$ cat config.mk
export PLATFORM = sky130hd
export DESIGN_NAME = ripple_carry_adder
export DESIGN_NICKNAME = d
export VERILOG_FILES = /design/src/rtl/rca_pkg.sv /design/src/rtl/full_adder.sv /design/src/rtl/ripple_carry_adder.sv
export SDC_FILE = /design/constraint.sdc
export NUM_CORES = 1
export LEC_CHECK = 0
export CAP_MARGIN = 20
export CELL_PAD_IN_SITES_DETAIL_PLACEMENT = 2
export CELL_PAD_IN_SITES_GLOBAL_PLACEMENT = 2
export CORE_AREA = 4 4 41 43
export CTS_CLUSTER_SIZE = 20
export DETAILED_ROUTE_END_ITERATION = 10
export DIE_AREA = 0 0 45 47
export DONT_BUFFER_PORTS = 1
export GPL_TIMING_DRIVEN = 0
export PLACE_DENSITY_LB_ADDON = 0.1
export SYNTH_ARGS = -nofsm -noshare
export SYNTH_HDL_FRONTEND = slang
export SYNTH_SLANG_ARGS = --single-unit
$ cat constraint.sdc
create_clock -name clk -period 0.8 [get_ports clk]
set_input_delay 0.08 -clock clk [delete_from_list [all_inputs] [get_ports clk]]
set_output_delay 0.08 -clock clk [all_outputs]
set_load 0.03 [all_outputs]
$ cat src/rtl/rca_pkg.sv
// ============================================================================
// Module : rca_pkg
// Brief  : Shared constants for the ripple-carry adder block.
// Rev    : 1.0 - initial release
// ============================================================================
`default_nettype none

package rca_pkg;

  localparam int RCA_DEFAULT_WIDTH = 8;

endpackage : rca_pkg

`default_nettype wire

$ cat src/rtl/full_adder.sv
// ============================================================================
// Module : full_adder
// Brief  : Single-bit combinational full-adder cell.
// Rev    : 1.0 - initial release
// ============================================================================
`default_nettype none

module full_adder (
  input  logic a,
  input  logic b,
  input  logic cin,
  output logic sum,
  output logic cout
);

  logic w_p;

  assign w_p  = a ^ b;
  assign sum  = w_p ^ cin;
  assign cout = (a & b) | (cin & w_p);

endmodule : full_adder

`default_nettype wire

$ cat src/rtl/ripple_carry_adder.sv
// ============================================================================
// Module : ripple_carry_adder
// Brief  : WIDTH-bit ripple-carry adder with registered {cout,sum}.
//          Define RCA_OVERFLOW_EN to add the registered signed-overflow output ovf.
// Rev    : 1.0 - initial release
// ============================================================================
`default_nettype none

module ripple_carry_adder
  import rca_pkg::*;
#(
  parameter int WIDTH = RCA_DEFAULT_WIDTH
) (
  input  logic             clk,
  input  logic             rst,
  input  logic [WIDTH-1:0] a,
  input  logic [WIDTH-1:0] b,
  input  logic             cin,
  output logic [WIDTH-1:0] sum,
`ifdef RCA_OVERFLOW_EN
  output logic             ovf,
`endif
  output logic             cout
);

  logic [WIDTH:0]   w_c;
  logic [WIDTH-1:0] w_s;
  logic [WIDTH-1:0] r_sum;
  logic             r_cout;

  assign w_c[0] = cin;

  // Each cell consumes the carry produced by the cell below it: a pure ripple chain.
  generate
    for (genvar i = 0; i < WIDTH; i++) begin : g_bit
      full_adder u_fa (
        .a    (a[i]),
        .b    (b[i]),
        .cin  (w_c[i]),
        .sum  (w_s[i]),
        .cout (w_c[i+1])
      );
    end
  endgenerate

  always_ff @(posedge clk or posedge rst) begin
    if (rst) begin
      r_sum  <= '0;
      r_cout <= 1'b0;
    end else begin
      r_sum  <= w_s;
      r_cout <= w_c[WIDTH];
    end
  end

  assign sum  = r_sum;
  assign cout = r_cout;

`ifdef RCA_OVERFLOW_EN
  logic r_ovf;

  // Signed overflow: carry into the MSB differs from carry out of it.
  always_ff @(posedge clk or posedge rst) begin
    if (rst) begin
      r_ovf <= 1'b0;
    end else begin
      r_ovf <= w_c[WIDTH] ^ w_c[WIDTH-1];
    end
  end

  assign ovf = r_ovf;
`endif

endmodule : ripple_carry_adder

`default_nettype wire

# Word level (Yosys, flattened, before mapping)

Cells that the tools add are included.

Bits in read-only memories: 0
Memories: 0
Logic and storage cells: 42
Bits in writable memories: 0
Output and inout port bits: 9
Bits in latches: 0
Register bits: 9
Input bits: 19

Multiplexer cells: 0
Bitwise operators: 40
Reduce and logical (&&, ||, !) cells: 0
Multiply operators: 0
Equal/unequal tests: 0
Divide/modulo/power cells: 0
Add/subtract/negate cells: 0
Shift operators: 0
$lt $le $gt $ge: 0

Operators with widths:

| kind              | number |
|---|---|
| AND 1 bit         | 16 |
| bitwise XOR 1 bit | 16 |
| bitwise OR 1 bit  | 8 |

# Logic depth before layout (Yosys ltp)

Depth in word-level cells: 17
Depth in mapped cells: 12
Mapped depth without buffers: 12

# Modules after synthesis

A second synthesis with hierarchy kept.

Cells, all modules: 18
Area, all modules: 389.1 um2

Modules (own cells, without submodules):

| module             | area an instance (um2) | times used | cells each |
|---|---|---|---|
| ripple_carry_adder | 229.0                  | 1          | 10 |
| full_adder         | 20.0                   | 8          | 1 |

# Worst setup path before layout

OpenSTA, ideal clock, no wires.

Path kind: in2reg
Start point: input port a[0]
End point: register r_sum[7] (netlist: sum[7])
Slack: -2.356 ns
Arrival time: 3.092 ns
Path buffers: 0
Stages on the path: 12
Library setup time: 0.064 ns
Data required time: 0.736 ns
Cells stage by stage: inv_1 > fa_1 > inv_1 > fa_1 > fa_1 > fa_1 > fa_1 > fa_1 > fa_1 > inv_1 > fa_1 > inv_1

Cells in the longest elaborated chain, start to end: 16

RTL lines:

| what                   | line                     | RTL |
|---|---|---|
| start: declaration     | ripple_carry_adder.sv:16 | `input logic [WIDTH-1:0] a,` |
| bitwise XOR 1 bit      | full_adder.sv:18         | `assign w_p = a ^ b;` |
| AND 1 bit              | full_adder.sv:20         | `assign cout = (a & b) \| (cin & w_p);` |
| bitwise OR 1 bit *     | full_adder.sv:20         |  |
| AND 1 bit *            | full_adder.sv:20         |  |
| bitwise OR 1 bit *     | full_adder.sv:20         |  |
| AND 1 bit *            | full_adder.sv:20         |  |
| bitwise OR 1 bit *     | full_adder.sv:20         |  |
| AND 1 bit *            | full_adder.sv:20         |  |
| bitwise OR 1 bit *     | full_adder.sv:20         |  |
| AND 1 bit *            | full_adder.sv:20         |  |
| bitwise OR 1 bit *     | full_adder.sv:20         |  |
| AND 1 bit *            | full_adder.sv:20         |  |
| bitwise OR 1 bit *     | full_adder.sv:20         |  |
| AND 1 bit *            | full_adder.sv:20         |  |
| bitwise OR 1 bit *     | full_adder.sv:20         |  |
| bitwise XOR 1 bit *    | full_adder.sv:19         | `assign sum = w_p ^ cin;` |
| net g_bit[7].u_fa.sum  | full_adder.sv:12         | `output logic sum,` |
| end signal: assignment | ripple_carry_adder.sv:51 | `r_sum <= w_s;` |
| end: declaration       | ripple_carry_adder.sv:28 | `logic [WIDTH-1:0] r_sum;` |

Mark *: on every way through the listed nets, which the timed path passes. The rest lies on a longest branch.

# Worst setup path in the final report

Ends and elaborated chain as after synthesis.

==> flow_metrics.tcl <==
set metrics [dict create \
    status "complete, but fails checks" \
    violations "setup timing" \
    synth_common_cells "inv_1 (11), dfrtp_1 (9), fa_1 (8)" \
    routed-via-count 212 \
    synth_edf_count 0 \
    ff_latch_area_sq_um 230 \
    clkTransAtPathRegs_ns 0.06 \
    grt_overflow_total 0 \
    fmax_ghz 0.362 \
    slew_violations 0 \
    ant_nets 0 \
    finalPower_mw 1.23 \
    wl_met1_um 263 \
    synth_cell_types 3 \
    wl_um 746 \
    synth.area.top_cells "dfrtp_1 (53%), fa_1 (38%), inv_1 (9.7%)" \
    path_cells "clkinv_16, fa_2, inv_2, fa_2, fa_2, fa_2, fa_2, fa_2, fa_2, inv_2, fa_2, inv_2" \
    clock-root-buffer "clkbuf_4" \
    maxCapViolations 0 \
    pin_count 28 \
    topRoutingLayerUsed "met4" \
    crit_fanout 1 \
    seq_area_frac_synth 0.528 \
    wire_per_inst_um 15.5 \
    yosysTopAreaCell "dfrtp_1" \
    dpl.hpwl_um 693 \
    drc 0 \
    ys_ff_latch 9 \
    cts_max_path_buffers 2 \
    synth_warnings 0 \
    drtPass1Iterations 1 \
    leakagePower_nw 0.233 \
    post_cts_buffers 0 \
    cp_common_cell "fa_2" \
    grt_pass1_wl_um 1250 \
    initial_core_util 0.328 \
    async_flop_share 1.00 \
    finalSetupViolations 13 \
    ys.flop_type "dfrtp_1" \
    rows 13 \
    cp_top_family "adder cells" \
    timing.final.ws_setup_ns -1.97 \
    critPathSlowestCell "fa_2" \
    post-synth-top-count-cell "inv_1" \
    gr-usage-all-layers 0.0920 \
    grt_pass1_vias 296 \
    die_h_um 47 \
    multi_input_area_sq_um 180 \
    finalWeightedCongestion 0.635 \
    layout_min_cycle_time_ns 2.77 \
    postLayoutCoreUtil 0.423 \
    hold_violations 0 \
    wl_met3_um 59 \
    avgSynthCellArea_sq_um 15.2 \
    fillers 131 \
    synthCells 28 \
    hold_depth 1 \
    core_area_sq_um 1300 \
    synth_nets 55 \
    hp-class "primary input to register" \
    cts_tree "built" \
    cts.sinks 9 \
    wl_met2_um 404 \
    power_density_nw_per_um2 2230 \
    holdCritStartpoint "b[1]" \
    cp.arrival_ns 2.96 \
    required_ns 0.99 \
    start_kind "primary input" \
    htreeDepth 1 \
    drt_iter0_drc 0 \
    fin_setup_tns_ns -8.45 \
    antenna_found_initial 0 \
    grt_max_degree 10 \
    synth_top_area_frac 0.528 \
    rsz0062_at_grt "yes" \
    pre_cts_slack_ns -2.26 \
    fin_crit_sh 3.46 \
    dpl_cell_area_sq_um 480 \
    die_width_um 45 \
    ir_drop_mv 0.841 \
    synth_area_sq_um 427 \
    min_to "sum[1]" \
    tightest_slew_ns 0.327 \
    crit_type "primary input to register" \
    cts-buffers-inserted 3 \
    io_buffers 0 \
    drive_gt1_frac 0.667 \
    finalInstanceArea_sq_um 551 \
    via_per_inst 4.42 \
    critical_path_buf_inv_count 4 \
    relSlewSlack 0.782 \
    end_kind "register" \
    num-nets-final 61 \
    antenna_cells 0 \
    area_growth_pct 29.0 \
    die_area_sq_um 2120 \
    critPathMaxStageDelay_ns 0.43 \
]
## registers in the layout, summed over array words and instances (netlist names)
name  cells
sum       8
cout      1
## worst max-delay path by stage
| stage | cells after the start | start | slack (ns) | to |
|---|---|---|---|---|
| finish | 12 | a[0] | -1.97 | sum[7] |
| global placement | 12 | a[0] | -2.20 | sum[7] |
| floorplan | 12 | a[0] | -2.13 | sum[7] |
| detailed placement | 12 | cin | -2.26 | sum[7] |
| CTS | 12 | a[0] | -1.99 | sum[7] |
| global route | 12 | a[0] | -2.05 | sum[7] |
## timing repair
item                       4_1_cts  5_1_grt
pin swaps                        0        2
hold buffers                     1        0
setup endpoints to repair       17       17
hold endpoints to repair         9        0
gates resized for setup          6        7
## cells by family after synthesis
family                   count (synthesis)  synth area share
adder cells (fa/ha/maj)                  8             0.375
flip-flops                               9             0.528
buffers and inverters                   11            0.0968
## layer usage
layer  vias up  GRT usage
li1         83          -
met3         2     0.0153
met2        20      0.141
met1       107      0.102
met5         -          0
met4         0      0.105
## layout by cell type (no fill, tap or decap)
master,netlist,final
clkbuf_1,0,1
clkinv_16,0,1
inv_1,11,4
dfrtp_1,9,5
inv_6,0,1
inv_2,0,4
clkbuf_4,0,3
dfrtp_2,0,4
fa_2,0,8
clkinv_8,0,1
dlygate4sd3_1,0,1
## stage by stage
step	hold WS, ns	instances
4_1_cts	0.0278	48
2_1_floorplan	-0.0921	28
3_3_place_gp	-0.0621	43
6_report	0.0316	48
5_1_grt	0.0270	48
3_5_place_dp	-0.0474	43
## area by class of cell
type                            instances  area share
Sequential cell                         9       0.418
Multi-Input combinational cell          8       0.327
Inverter                               11       0.155
Clock buffer                            4      0.0477
Tap cell                               15      0.0341
Timing Repair Buffer                    1      0.0182
## power by group
part	internal, mW	switching, mW	total [mW]
logic	0.0745	0.0701	0.145
clock network	0.191	0.142	0.333
registers	0.545	0.205	0.750
Note: power is estimated with default switching activity, not from simulation.
